<file path="src/rtl/cdb_arbiter_pkg.sv">
// Shared definitions for the common data bus: tag/value widths, the invalid tag
// encoding (mirrors common_def.h) and the {tag, val} entry that flows through the CDB.
package cdb_arbiter_pkg;

  localparam int INST_TAG_WIDTH = 6;
  localparam int COMMON_WIDTH   = 32;

  localparam logic [INST_TAG_WIDTH-1:0] TAG_INVALID = '1;

  typedef struct packed {
    logic [INST_TAG_WIDTH-1:0] tag;
    logic [COMMON_WIDTH-1:0]   val;
  } cdb_entry_t;

endpackage

</file>
<file path="src/rtl/result_fifo.sv">
// Per-requester result buffer: a small circular FIFO with a registered occupancy
// count. push_i/pop_i arrive already qualified (ready / non-empty / no flush).
module result_fifo
  import cdb_arbiter_pkg::*;
#(
  parameter  int DEPTH = 2,
  localparam int PTR_W = $clog2(DEPTH),
  localparam int CNT_W = $clog2(DEPTH + 1)
) (
  input  logic             clk,
  input  logic             rst,
  input  logic             flush_i,
  input  logic             push_i,
  input  logic             pop_i,
  input  cdb_entry_t       din_i,
  output cdb_entry_t       head_o,
  output logic [CNT_W-1:0] count_o,
  output logic             ready_o
);

  localparam logic [CNT_W-1:0] DEPTH_C = CNT_W'(DEPTH);

  cdb_entry_t       mem_q [DEPTH];
  logic [PTR_W-1:0] wr_ptr_q, wr_ptr_d;
  logic [PTR_W-1:0] rd_ptr_q, rd_ptr_d;
  logic [CNT_W-1:0] count_q, count_d;

  // DEPTH is a power of two, so pointer overflow is the modulo wrap.
  always_comb begin
    wr_ptr_d = wr_ptr_q;
    rd_ptr_d = rd_ptr_q;
    count_d  = count_q;
    if (flush_i) begin
      wr_ptr_d = '0;
      rd_ptr_d = '0;
      count_d  = '0;
    end else begin
      if (push_i) wr_ptr_d = wr_ptr_q + PTR_W'(1);
      if (pop_i)  rd_ptr_d = rd_ptr_q + PTR_W'(1);
      case ({push_i, pop_i})
        2'b10:   count_d = count_q + CNT_W'(1);
        2'b01:   count_d = count_q - CNT_W'(1);
        default: count_d = count_q;
      endcase
    end
  end

  always_ff @(posedge clk or posedge rst) begin
    if (rst) begin
      wr_ptr_q <= '0;
      rd_ptr_q <= '0;
      count_q  <= '0;
    end else begin
      wr_ptr_q <= wr_ptr_d;
      rd_ptr_q <= rd_ptr_d;
      count_q  <= count_d;
    end
  end

  always_ff @(posedge clk) begin
    if (push_i && !flush_i) mem_q[wr_ptr_q] <= din_i;
  end

  assign head_o  = mem_q[rd_ptr_q];
  assign count_o = count_q;
  // Ready comes from the registered count only, so a same-cycle pop never frees a slot.
  assign ready_o = (count_q < DEPTH_C);

endmodule

</file>
<file path="src/rtl/cdb_arbiter.sv">
// Common data bus arbiter: buffers functional-unit results per requester and
// broadcasts one per cycle onto registered cdb_* outputs, round-robin.
module cdb_arbiter
  import cdb_arbiter_pkg::*;
#(
  parameter  int NUM_REQ    = 4,
  parameter  int FIFO_DEPTH = 2,
  localparam int SRC_W      = (NUM_REQ > 1) ? $clog2(NUM_REQ) : 1,
  localparam int CNT_W      = $clog2(FIFO_DEPTH + 1)
) (
  input  logic                              clk,
  input  logic                              rst,
  input  logic                              flush,
  input  logic [NUM_REQ-1:0]                req_valid,
  input  logic [NUM_REQ*INST_TAG_WIDTH-1:0] req_tag,
  input  logic [NUM_REQ*COMMON_WIDTH-1:0]   req_val,
  output logic [NUM_REQ-1:0]                req_ready,
  output logic                              cdb_valid,
  output logic [INST_TAG_WIDTH-1:0]         cdb_tag,
  output logic [COMMON_WIDTH-1:0]           cdb_val,
  output logic [SRC_W-1:0]                  cdb_src
);

  // Handshake: a requester's result is taken at a rising edge when req_valid[i]
  // and req_ready[i] are both high; while not ready it must hold tag/val stable.

  localparam logic [SRC_W-1:0] LAST_INIT = SRC_W'(NUM_REQ - 1);

  cdb_entry_t         entry_in [NUM_REQ];
  cdb_entry_t         head     [NUM_REQ];
  logic [CNT_W-1:0]   count    [NUM_REQ];
  logic [NUM_REQ-1:0] push, pop, nonempty;

  logic               grant_found;
  logic [SRC_W-1:0]   grant_idx;
  logic [SRC_W-1:0]   cand_idx;
  int                 cand;

  logic                      cdb_valid_q, cdb_valid_d;
  logic [INST_TAG_WIDTH-1:0] cdb_tag_q, cdb_tag_d;
  logic [COMMON_WIDTH-1:0]   cdb_val_q, cdb_val_d;
  logic [SRC_W-1:0]          cdb_src_q, cdb_src_d;
  logic [SRC_W-1:0]          last_grant_q, last_grant_d;

  for (genvar g = 0; g < NUM_REQ; g++) begin : g_fifo
    assign entry_in[g] = {req_tag[g*INST_TAG_WIDTH +: INST_TAG_WIDTH],
                          req_val[g*COMMON_WIDTH +: COMMON_WIDTH]};
    // Invalid-tag results complete the handshake but are dropped here.
    assign push[g] = req_valid[g] && req_ready[g] && !flush
                     && (req_tag[g*INST_TAG_WIDTH +: INST_TAG_WIDTH] != TAG_INVALID);
    assign pop[g]      = grant_found && (grant_idx == SRC_W'(g)) && !flush;
    assign nonempty[g] = (count[g] != '0);

    result_fifo #(
      .DEPTH (FIFO_DEPTH)
    ) u_fifo (
      .clk     (clk),
      .rst     (rst),
      .flush_i (flush),
      .push_i  (push[g]),
      .pop_i   (pop[g]),
      .din_i   (entry_in[g]),
      .head_o  (head[g]),
      .count_o (count[g]),
      .ready_o (req_ready[g])
    );
  end

  // Round-robin: first non-empty FIFO starting just after the last grant.
  always_comb begin
    grant_found = 1'b0;
    grant_idx   = last_grant_q;
    cand        = 0;
    cand_idx    = '0;
    for (int k = 1; k <= NUM_REQ; k++) begin
      cand = int'(last_grant_q) + k;
      if (cand >= NUM_REQ) cand = cand - NUM_REQ;
      cand_idx = SRC_W'(cand);
      if (!grant_found && nonempty[cand_idx]) begin
        grant_found = 1'b1;
        grant_idx   = cand_idx;
      end
    end
  end

  always_comb begin
    cdb_valid_d  = 1'b0;
    cdb_tag_d    = TAG_INVALID;
    cdb_val_d    = '0;
    cdb_src_d    = cdb_src_q;
    last_grant_d = last_grant_q;
    if (flush) begin
      last_grant_d = LAST_INIT;
    end else if (grant_found) begin
      cdb_valid_d  = 1'b1;
      cdb_tag_d    = head[grant_idx].tag;
      cdb_val_d    = head[grant_idx].val;
      cdb_src_d    = grant_idx;
      last_grant_d = grant_idx;
    end
  end

  always_ff @(posedge clk or posedge rst) begin
    if (rst) begin
      cdb_valid_q  <= 1'b0;
      cdb_tag_q    <= TAG_INVALID;
      cdb_val_q    <= '0;
      cdb_src_q    <= '0;
      last_grant_q <= LAST_INIT;
    end else begin
      cdb_valid_q  <= cdb_valid_d;
      cdb_tag_q    <= cdb_tag_d;
      cdb_val_q    <= cdb_val_d;
      cdb_src_q    <= cdb_src_d;
      last_grant_q <= last_grant_d;
    end
  end

  assign cdb_valid = cdb_valid_q;
  assign cdb_tag   = cdb_tag_q;
  assign cdb_val   = cdb_val_q;
  assign cdb_src   = cdb_src_q;

endmodule

</file>
<file path="config.mk">
export PLATFORM = sky130hd
export DESIGN_NAME = cdb_arbiter
export DESIGN_NICKNAME = d
export VERILOG_FILES = /design/src/rtl/cdb_arbiter_pkg.sv /design/src/rtl/result_fifo.sv /design/src/rtl/cdb_arbiter.sv
export SDC_FILE = /design/constraint.sdc
export NUM_CORES = 1
export LEC_CHECK = 0
export CAP_MARGIN = 5
export CORE_MARGIN = 1
export CORE_UTILIZATION = 50
export DETAILED_ROUTE_END_ITERATION = 6
export HOLD_SLACK_MARGIN = 0.06
export PLACE_DENSITY = 0.71
export SYNTH_ARGS = -nofsm -noshare
export SYNTH_HDL_FRONTEND = slang
export SYNTH_SLANG_ARGS = --single-unit
export TNS_END_PERCENT = 1
</file>
<file path="constraint.sdc">
create_clock -name clk -period 3.92 [get_ports clk]
set_input_delay 0.588 -clock clk [delete_from_list [all_inputs] [get_ports clk]]
set_output_delay 0.588 -clock clk [all_outputs]
set_load 0.02 [all_outputs]
</file>
# ---- Word level (Yosys, flattened, before mapping)
# Memories as Yosys holds them, arrays and structs flattened.
# Index checks and enable logic that the tools add are counted.
dict set report totals {
  reg_bits 59
  mem_bits_rw 304
  inputBits 159
  output_inout_bits 45
  wordCells 188
  n_memories 4
}
dict set report op_classes {
  addsub 24
  n_lt_le_gt_ge 13
  n_eq_ne 15
  n_mux 63
  n_bitwise 2
  n_reduce_logical 50
}
# name words word_bits read_ports rd_clocked_by_memory_dff write_ports line_no
set mem_list {}
lappend mem_list {{g_fifo[0].u_fifo.mem_q} 2 38 1 0 1 result_fifo.sv:23} ;# cdb_entry_t mem_q [DEPTH];
lappend mem_list {{g_fifo[1].u_fifo.mem_q} 2 38 1 0 1 result_fifo.sv:23}
lappend mem_list {{g_fifo[2].u_fifo.mem_q} 2 38 1 0 1 result_fifo.sv:23}
lappend mem_list {{g_fifo[3].u_fifo.mem_q} 2 38 1 0 1 result_fifo.sv:23}
# operator count
set op_table {}
lappend op_table {{38-bit binary-select mux with 2-bit select} 1}
lappend op_table {{38-bit 2-to-1 mux} 2}
lappend op_table {{32-bit 2-to-1 mux} 2}
lappend op_table {{1-bit 2-to-1 mux} 34}
lappend op_table {{2-bit 2-to-1 mux} 14}
lappend op_table {{1-bit logical AND} 27}
lappend op_table {{2-bit nonzero test} 13}
lappend op_table {{6-bit != test, second input constant} 4}
lappend op_table {{2-bit one-hot mux with 2 select lines} 4}
lappend op_table {{2-bit by 1-bit subtractor with 2-bit output, second input constant} 8}
lappend op_table {{2-bit == test, second input constant} 6}
lappend op_table {{3-bit greater-or-equal comparator, second input constant} 4}
lappend op_table {{2-bit by 3-bit < comparator with 1-bit output, second input constant} 4}
lappend op_table {{6-bit 2-to-1 mux} 2}
lappend op_table {{3-bit nonzero test} 4}
lappend op_table {{2-bit by 1-bit == test with 1-bit output, second input constant} 5}
lappend op_table {{1-bit adder, second input constant} 8}
lappend op_table {{2-bit by 1-bit adder with 2-bit output, second input constant} 4}
lappend op_table {{1-bit binary-select mux with 2-bit select} 4}
lappend op_table {{2-bit < comparator, second input constant} 4}
lappend op_table {{2-bit by 2-bit adder with 3-bit output, second input constant} 2}
lappend op_table {{2-bit by 3-bit adder with 4-bit output, second input constant} 1}
lappend op_table {{4-bit by 3-bit greater-or-equal comparator with 1-bit output, second input constant} 1}
lappend op_table {{1-bit zero test} 4}
lappend op_table {{other kinds (5)} 5}

# ---- Depth between registers and ports, before layout
# Gate-level depths: netlist of the first run.
dict set report depth {
  ltp_word 21
  mapped_depth 8
  mapped_depth_nobuf 6
}

# ---- Modules after synthesis
# From an unflattened synthesis of the first run, not the netlist that was laid out.
dict set report hier_totals {
  hier_cells 782
  hier_area_um2 14542.7
}
# mod instances cells_per_inst area_each_um2 seq_area_each_um2
set modules_own_cells {}
lappend modules_own_cells {result_fifo 4 139 3000.4 2382.3}
lappend modules_own_cells {cdb_arbiter 1 226 2541.2 1086.0}

# ---- Worst setup path after synthesis of the first run
# Ideal clock, no wire load.
dict set report synth_path {
  kind {input-to-reg}
  startpoint {in req_tag[11]}
  endpoint {mem g_fifo[1].u_fifo.mem_q[0][0] in the netlist's numbering (enable)}
  setup_time_ps 439
  t_arrival_ps 3049
  required_time_ps 3481
  setup_slack_ps 432
  cell_stages 4
  path_buffers 0
  cell_sequence {nand4_1 -> nor2_1 -> nor4b_1 -> nor2b_1}
}
dict set report synth_between {
  elab_chain_cells 5
}
# item line_no
set synth_rtl {}
lappend synth_rtl {{start: declaration} cdb_arbiter.sv:15} ;# input logic [NUM_REQ*INST_TAG_WIDTH-1:0] req_tag,
lappend synth_rtl {{6-bit != test} cdb_arbiter.sv:50} ;# && (req_tag[g*INST_TAG_WIDTH +: INST_TAG_WIDTH] != TAG_INVALID);
lappend synth_rtl {{1-bit logical AND} cdb_arbiter.sv:50}
lappend synth_rtl {{1-bit logical AND} result_fifo.sv:61} ;# if (push_i && !flush_i) mem_q[wr_ptr_q] <= din_i;
lappend synth_rtl {{1-bit 2-to-1 mux} result_fifo.sv:61}
lappend synth_rtl {{1-bit 2-to-1 mux (not written as such)} result_fifo.sv:61}
lappend synth_rtl {{end: declaration} result_fifo.sv:23}
# Every way passes these cells.

# ---- Worst setup path after layout of the first run
dict set report layout_path {
  startpoint {reg last_grant_q[1]}
  endpoint {reg cdb_val_q[0], in the netlist cdb_val[0]}
}
dict set report layout_between {
  elab_chain_cells 21
  word_cells_on_any_way 44
  classes_between {add/sub: 8; order compare: 4; mux: 25; bitwise: 1; reduce/logical: 6}
}
# item line_no
set layout_rtl {}
lappend layout_rtl {{start: declaration} cdb_arbiter.sv:43} ;# logic [SRC_W-1:0] last_grant_q, last_grant_d;
lappend layout_rtl {{start signal: assignment} cdb_arbiter.sv:115} ;# last_grant_q <= last_grant_d;
lappend layout_rtl {{2-bit by 1-bit adder with 3-bit output} cdb_arbiter.sv:76} ;# cand = int'(last_grant_q) + k;
lappend layout_rtl {{3-bit greater-or-equal comparator / 2-bit by 1-bit subtractor with 2-bit output (equally long branches)} cdb_arbiter.sv:77} ;# if (cand >= NUM_REQ) cand = cand - NUM_REQ;
lappend layout_rtl {{2-bit 2-to-1 mux} cdb_arbiter.sv:77}
lappend layout_rtl {{1-bit binary-select mux with 2-bit select} cdb_arbiter.sv:79} ;# if (!grant_found && nonempty[cand_idx]) begin
lappend layout_rtl {{1-bit 2-to-1 mux (not written as such)} cdb_arbiter.sv:79}
lappend layout_rtl {{1-bit 2-to-1 mux} cdb_arbiter.sv:79}
lappend layout_rtl {{1-bit zero test} cdb_arbiter.sv:79}
lappend layout_rtl {{1-bit logical AND} cdb_arbiter.sv:79}
lappend layout_rtl {{(+5 left out)} --}
lappend layout_rtl {{1-bit logical AND} cdb_arbiter.sv:79}
lappend layout_rtl {{2-bit 2-to-1 mux} cdb_arbiter.sv:79}
lappend layout_rtl {{2-bit NOT with 3-bit output (not written as such)} cdb_arbiter.sv:97} ;# cdb_val_d = head[grant_idx].val;
lappend layout_rtl {{38-bit binary-select mux with 2-bit select} cdb_arbiter.sv:97}
lappend layout_rtl {{38-bit 2-to-1 mux (not written as such) (2 in series)} cdb_arbiter.sv:97}
lappend layout_rtl {{32-bit 2-to-1 mux *} cdb_arbiter.sv:94} ;# end else if (grant_found) begin
lappend layout_rtl {{32-bit 2-to-1 mux *} cdb_arbiter.sv:92} ;# if (flush) begin
lappend layout_rtl {{net cdb_val_d[0]} cdb_arbiter.sv:41} ;# logic [COMMON_WIDTH-1:0] cdb_val_q, cdb_val_d;
lappend layout_rtl {{end signal: assignment} cdb_arbiter.sv:113} ;# cdb_val_q <= cdb_val_d;
lappend layout_rtl {{end: declaration} cdb_arbiter.sv:41}
# Mark *: on every way through the listed nets, which the timed path passes. The rest lies on a longest branch. The select of a mux whose other input is x is not followed.
# A chain may end at the register's enable or synchronous reset.

==> results of run 1 <==
[path summary, 6_finish.rpt]
path | from | endpoint | slack, ns | depth (start not counted)
worst max-delay path | last_grant_q[1] | cdb_val[0] | 1.18 | 5
worst min-delay path | rst | g_fifo[2].u_fifo.wr_ptr_q | 0.41 | 2
worst max register to register | last_grant_q[1] | cdb_val[0] | 1.18 | 5
worst min register to register | cdb_src[0] | cdb_src[0] | 0.60 | 2
max in group asynchronous | rst | cdb_tag[0] | 2.72 | 3
min in group clk | cdb_src[0] | cdb_src[0] | 0.60 | 2
[power groups by stage]
stage | sequential (mW) | combinational, mW | clock [mW]
after detailed placement | 5.08 | 3.62 | 0
final | 5.00 | 3.57 | 3.29
after CTS | 5.01 | 3.64 | 3.35
after floorplan | 4.93 | 2.46 | 0
after global placement | 5.07 | 3.57 | 0
after global routing | 5.05 | 3.80 | 3.50
[worst register-to-register path, stage by stage (launching register included)]
cell,delay (ns)
dfstp_2,0.77
nor4b_1,0.13
a21oi_1,0.16
a2bb2oi_2,0.78
a211oi_1,0.17
a2111oi_1,0.55
[area by class of cell]
cell class / count / share of cell area (%)
Tap cell: 378 / 2.62
Clock buffer: 53 / 5.79
Inverter: 11 / 0.229
Timing Repair Buffer: 230 / 12.6
Sequential cell: 363 / 58.8
Clock inverter: 12 / 0.443
Multi-Input combinational cell: 409 / 19.5
[cell usage in the layout, fill, tap and decap left out, types with 3 or more instances in the layout]
cell | synthesis | routed
clkbuf_8 | 0 | 6
clkbuf_1 | 24 | 10
or4_1 | 3 | 3
nand2_1 | 9 | 9
mux2i_1 | 130 | 130
nor2_1 | 25 | 20
nor2_4 | 1 | 5
mux2_1 | 16 | 16
a21oi_1 | 13 | 12
dfrtp_2 | 0 | 4
o221ai_1 | 3 | 3
clkdlybuf4s50_1 | 0 | 203
o21ai_1 | 6 | 6
inv_1 | 10 | 9
clkbuf_16 | 0 | 37
clkinv_2 | 0 | 4
mux2_2 | 13 | 13
o21ai_0 | 5 | 5
nor2b_1 | 34 | 32
a21o_1 | 5 | 5
clkinv_1 | 0 | 6
dfstp_2 | 8 | 8
buf_4 | 7 | 24
buf_12 | 0 | 3
nand4_1 | 4 | 4
dfrtp_1 | 51 | 47
a22oi_1 | 16 | 16
nand3_1 | 3 | 3
o211a_1 | 17 | 17
edfxtp_1 | 304 | 304
a211oi_1 | 33 | 33
nor3_1 | 7 | 7
xnor2_1 | 6 | 6
a221oi_1 | 5 | 5
a2111oi_2 | 14 | 14
[flip-flops by register name (all words and copies together), names as in the netlist]
signal                  count
last_grant_q                2
g_fifo.u_fifo.wr_ptr_q      4
g_fifo.u_fifo.count_o       8
g_fifo.u_fifo.mem_q       304
cdb_src                     2
cdb_val                    32
g_fifo.u_fifo.rd_ptr_q      4
cdb_tag                     6
cdb_valid                   1
[routing by layer]
layer	up-vias	GRT usage [%]
li1	3708	-
met1	3999	28.4
met2	319	37.6
met3	81	4.42
met4	2	10.4
met5	-	0
[cells by family after synthesis]
kind of cell	count (synthesis)	synth area share [%]
muxes	159	11.3
and+or+nand+nor	107	4.23
DFF	363	73.8
buffers and inverters	68	2.20
AOI/OAI and AO/OA	136	8.08
xor gates and xnor gates	7	0.426
[stage by stage]
stage / hold slack (ns) / utilization [%] / instances / instance area (um^2) / power (mW)
floorplan: 0.576 / - / 840 / 14400 / 7.38
global placement: 0.587 / 60.4 / 1391 / 16900 / 8.64
detailed placement: 0.591 / 60.4 / 1391 / 16900 / 8.70
CTS: 0.395 / 64.5 / 1456 / 18100 / 12.0
global route: 0.433 / 64.5 / 1456 / 18100 / 12.4
finish: 0.411 / 64.5 / 1456 / 18100 / 11.9
==> parameters.txt, run 1 <==
Parameter                              Value

Detailed routing
  Pre-Repair DR Iteration Count    5
  M1 wire length    13000 um
  DRC Markers    0
  Routed vias/inst    5.57
  Top layer reached by signal wires    met5
  Total wire length    ~33000 um
  Routed wire length on met2    around 16000 um
  Mean routed wirelength per cell    ~22 um
  Detailed-route via count    8109
  1st-iter DRT viols    roughly 670
  Routed length on met3    ~2100 um
  DRT antenna net count    0

STA
  Worst relative slew slack    between 20% and 30%
  Final critical path time including I/O delays and setup    around 2.7 ns
  Clock skew    0.0126 ns
  PnR worst setup slack    between 1 and 1.5 ns
  Max Clock Freq    between 300 and 400 MHz
  Slew at the pin closest to its max-slew limit    between 1 and 1.5 ns
  Number of setup violations in the final report    0
  Setup repair after global routing missed its margin    no
  Final Hold Vio Count    0
  Setup Total Neg Slack    0 ns
  Tcrit/Tclk final    between 60% and 70%
  Max-slew violations    0

Logic synthesis
  Netlist area before placement    between 10000 and 15000 um^2
  Library cells used by synthesis    between 50 and 60
  Register bit count reported by yosys    about 360
  Synth Area per Inst    17.1 um^2
  Dominant cells by area after synthesis    edfxtp_1 63%, mux2i_1 9.0%, dfrtp_1 8.9%
  Syn Inst Count    840
  Most repeated cell in the gate-level netlist after synthesis    edfxtp_1
  Count of warnings emitted by yosys    0
  Top FF cell, synth    edfxtp_1
  Share of the synthesized area in the top cell type    63.4%
  Nets in the synthesized netlist    around 1000
  Part of the Yosys area used for sequential elements    73.8%
  Cell type contributing the most total cell area after synthesis    edfxtp_1
  Share of synthesized flip-flops with an asynchronous set or reset    16.3%
  Number of synthesized flops with an enable pin    304
  Commonest cells in the synthesized netlist    304 x edfxtp_1, 130 x mux2i_1, 51 x dfrtp_1

Clocking
  TritonCTS clock tree    built
  Clock latency of the later-clocked register in the worst-skew pair    around 0.52 ns
  CTS Sinks    363
  Post-CTS Repair Setup Buffers    0
  CTS buffer count    37
  Count of H-tree levels built during CTS    2
  Clk Tree Root Cell    clkbuf_16
  Worst-path clk slew    approximately 0.06 ns
  Post_cts resized    0
  Maximum root-to-sink buffer count    3
  Hold_buf cts    0

Setup path
  Worst path arrival time    around 3.1 ns
  Number of buffers and inverters on the critical path    0
  Crit path capture type    flip-flop
  CP Launch Type    flip-flop
  Crit-path max cell delay    between 0.7 and 0.8 ns
  Required time at the worst-slack endpoint    4.26 ns
  Kind of critical path    flip-flop to flip-flop
  Critical Path Slowest Stage Cell    a2bb2oi_2
  Biggest fanout along the worst timing path    19
  Series of cell instances along the critical path    nor4b_1, a21oi_1, a2bb2oi_2, a211oi_1, a2111oi_1
  Top delay family on crit path    compound AO/OA/AOI/OAI gates

Global route
  Residual overflow from global routing    0
  Global-route wire length before repair    48000 um
  GRT Resource Usage Total    22.5%
  Number of global-route vias before repair    8332
  Antenna violations before repair    2
  Largest net degree at the start of global routing    41

Floorplanning
  Initial standard-cell utilization of the core    between 50 and 60%
  I/O pin count    ~200
  Die Y-Extent    between 150 and 200 um
  Std cell rows    approximately 60
  Width of the chip    about 170 um
  Die area    29500 um^2
  Area of the core    28000 um^2

Min path
  Hold/Removal Path Class    primary input to async pin

Status
  Status    completed

Pwr
  Share of total power in sequential cells    between 40 and 50%
  Internal power summed over all cells    just over 8 mW
  Share of total power in combinational logic    30.1%
  Static Leak    slightly above 6 nW
  Switching share of total power    32.0%
  Clock share of power    27.7%
  Switching power    between 3 and 4 mW
  Worst IR drop on VDD    0.405 mV
  Ratio of total power to cell area    657 nW/um^2

Placement
  Detailed placement HPWL    22200 um
  Routability cong.    0.865
  PortBufs    roughly 200
  Pre-CTS setup slack    1.06 ns

Flow run
  Max-capacitance violation count    0

Final layout
  Number of nets in the finished design    1211
  Area of the multi-input gates    3520 um^2
  Syn-to-layout area delta    25.5%
  Filler cell count    approximately 2000
  Antenna cell count    0
  Share of cells above drive strength 1    12.8%
  Sequential cell area    10600 um^2
(Power assumes the default switching activity.)
==> run 2: changes to the inputs <==
--- a/config.mk
+++ b/config.mk
@@ -7,10 +7,10 @@
 export LEC_CHECK = 0
 export CAP_MARGIN = 5
 export CORE_MARGIN = 1
-export CORE_UTILIZATION = 50
+export CORE_UTILIZATION = 49
 export DETAILED_ROUTE_END_ITERATION = 6
 export HOLD_SLACK_MARGIN = 0.06
-export PLACE_DENSITY = 0.71
+export PLACE_DENSITY = 0.73
 export SYNTH_ARGS = -nofsm -noshare
 export SYNTH_HDL_FRONTEND = slang
 export SYNTH_SLANG_ARGS = --single-unit
==> constraint.sdc (replaced) <==
create_clock -name clk -period 2.3 [get_ports clk]
set_input_delay 0.345 -clock clk [delete_from_list [all_inputs] [get_ports clk]]
set_output_delay 0.345 -clock clk [all_outputs]
set_load 0.02 [all_outputs]
==> parameters.txt, run 2 (synthesis gave the netlist of run 1 again) <==
Parameter                              Value

Status
  Status    completed

Floorplanning
  Area of the core    28800 um^2 (+2.7%)
  I/O pin count    204 (unchanged)
  Width of the chip    173 um (+1.0%)
  Die Y-Extent    173 um (+1.0%)
  Initial standard-cell utilization of the core    50.0% (-1.4 points)
  Die area    30100 um^2 (+2.0%)
  Std cell rows    62 (+1.6%)

Clocking
  Worst-path clk slew    0.06 ns (about the same)
  Count of H-tree levels built during CTS    2 (unchanged)
  Clk Tree Root Cell    clkbuf_16
  Maximum root-to-sink buffer count    3 (unchanged)
  TritonCTS clock tree    built
  CTS Sinks    363 (unchanged)
  Hold_buf cts    0 (unchanged)
  CTS buffer count    37 (unchanged)
  Clock latency of the later-clocked register in the worst-skew pair    0.52 ns (about the same)

Final layout
  Commonest non-fill, non-tap cell in the layout    edfxtp_1
  Syn-to-layout area delta    30.1%
  Antenna cell count    0 (unchanged)
  Share of cells above drive strength 1    16.4% (+3.6 points)
  Register ranked first by flip-flop count    g_fifo.u_fifo.mem_q
  Final instance area    18700 um^2 (+3.7%)
  Most frequent cells in the layout    304 x edfxtp_1, 202 x clkdlybuf4s50_1, 130 x mux2i_1
  Filler cell count    1995 (+1.2%)
  Max reg flops    304 (unchanged)
  Number of nets in the finished design    1252 (+3.4%)
  Post-layout util    65.0% (+0.57 points)
  Number of cells in the finished layout apart from fillers    1506 (+3.4%)

Setup path
  Worst path arrival time    1.89 ns (-1.18 ns)
  CP Launch Type    flip-flop
  Biggest fanout along the worst timing path    6 (-13)
  Series of cell instances along the critical path    buf_4, inv_1, clkdlybuf4s50_1
  Crit path capture type    output pin
  Kind of critical path    flip-flop to output pin
  Critical Path Slowest Stage Cell    clkdlybuf4s50_1
  Number of buffers and inverters on the critical path    3 (+3)
  Crit-path max cell delay    0.62 ns (-0.16 ns)
  Required time at the worst-slack endpoint    1.96 ns (-2.30 ns)
  Top delay family on crit path    buffers and inverters

Global route
  Residual overflow from global routing    0 (unchanged)
  Global-route wire length before repair    50400 um (+5.1%)
  Antenna violations before repair    0 (-2)
  GRT Resource Usage Total    22.5% (-0.033 points)
  Largest net degree at the start of global routing    60 (+46%)
  Number of global-route vias before repair    8578 (+3.0%)

STA
  Setup repair after global routing missed its margin    yes
  Tcrit/Tclk final    about 97%
  Number of setup violations in the final report    0 (unchanged)
  Slew at the pin closest to its max-slew limit    0.732 ns (-0.383 ns)
  Clock skew    0.0215 ns (+0.00894 ns)
  Fin Hold WS    0.217 ns (-0.193 ns)
  Max-slew violations    0 (unchanged)
  PnR worst setup slack    0.0633 ns (-1.12 ns)
  Max Clock Freq    approximately 450 MHz
  Final Hold Vio Count    0 (unchanged)
  Worst relative slew slack    51.0% (+25 points)
  Final critical path time including I/O delays and setup    2.24 ns

Detailed routing
  Routed length on met3    2300 um (+10%)
  Routed vias/inst    5.53 (-0.67%)
  Detailed-route via count    8331 (+2.7%)
  Total wire length    33500 um (+2.9%)
  Pre-Repair DR Iteration Count    5 (unchanged)
  DRC Markers    0 (unchanged)
  Top layer reached by signal wires    met4
  1st-iter DRT viols    709 (+5.7%)
  M1 wire length    13800 um (+6.2%)
  Routed wire length on met2    16600 um (+3.5%)
  Mean routed wirelength per cell    22.2 um (-0.52%)
  DRT antenna net count    0 (unchanged)

Placement
  Routability cong.    0.876 (+1.3%)
  Detailed placement HPWL    23100 um (+3.9%)
  Number of cells in the design after placement    1436 (+3.2%)
  Pre-CTS setup slack    -0.153 ns (-1.22 ns)
  Instance area at placement    17500 um^2 (+3.2%)
  PortBufs    203 (unchanged)

Pwr
  Ratio of total power to cell area    1140 nW/um^2 (+73%)
  Static Leak    6.49 nW (+5.1%)
  Worst IR drop on VDD    0.734 mV (+81%)

Flow run
  Max-capacitance violation count    0 (unchanged)

Min path
  Hold/Removal Path Class    primary input to async pin
## run 2: final cells by class
class	count	area, um^2	share of cell area [%]
Timing Repair Buffer	271	2820	15.1
Inverter	11	41.3	0.221
Tap cell	384	480	2.57
Multi-Input combinational cell	409	3560	19.0
Sequential cell	363	10600	56.7
Clock buffer	57	1090	5.84
Clock inverter	11	103	0.548
## run 2: stage by stage
step | TNS (ns) | power (mW)
6_report | 0 | 21.3
5_1_grt | -0.0114 | 22.2
3_3_place_gp | -0.0622 | 15.5
2_1_floorplan | -98.99 | 12.6
4_1_cts | 0 | 21.5
3_5_place_dp | -1.09 | 15.5
## run 2: worst reg2reg max path, cell delays in order (launching register included)
cell and delay, ns:
dfstp_2 0.57, buf_12 0.14, o2bb2ai_1 0.10, a211oi_4 0.33, buf_12 0.23, mux2_1 0.36
a2111oi_2 0.36
## run 2: final timing paths
check | from | end | slack, ns | cells past startpoint
max | g_fifo[2].u_fifo.count_o[1] | req_ready[2] | 0.06 | 3
min | rst | cdb_val[2] | 0.22 | 3
max reg2reg | last_grant_q[1] | cdb_val[28] | 0.08 | 6
min reg2reg | cdb_src[1] | cdb_src[1] | 0.59 | 2
max in group asynchronous | rst | last_grant_q[1] | 1.73 | 3
min in group clk | req_val[46] | g_fifo[1].u_fifo.mem_q[1][14] | 0.41 | 1
## run 2: metal layers
| metal | vias up | track usage (%) |
|---|---|---|
| met5 | - | 0 |
| li1 | 3789 | - |
| met4 | 0 | 7.15 |
| met2 | 304 | 37.6 |
| met3 | 52 | 4.69 |
| met1 | 4186 | 29.5 |
## run 2: report_power, final
part / internal (mW) / switching [mW]
sequential: 7.81 / 0.524
combinational: 3.27 / 3.85
clock: 3.50 / 2.36
total: 14.6 / 6.74
## run 2: repair_timing
item / 4_1_cts / 5_1_grt
gates resized for setup: 4 / 3
endpoints found under the setup margin: 13 / 13
setup buffers: 2 / 0
pin swaps: 1 / 2
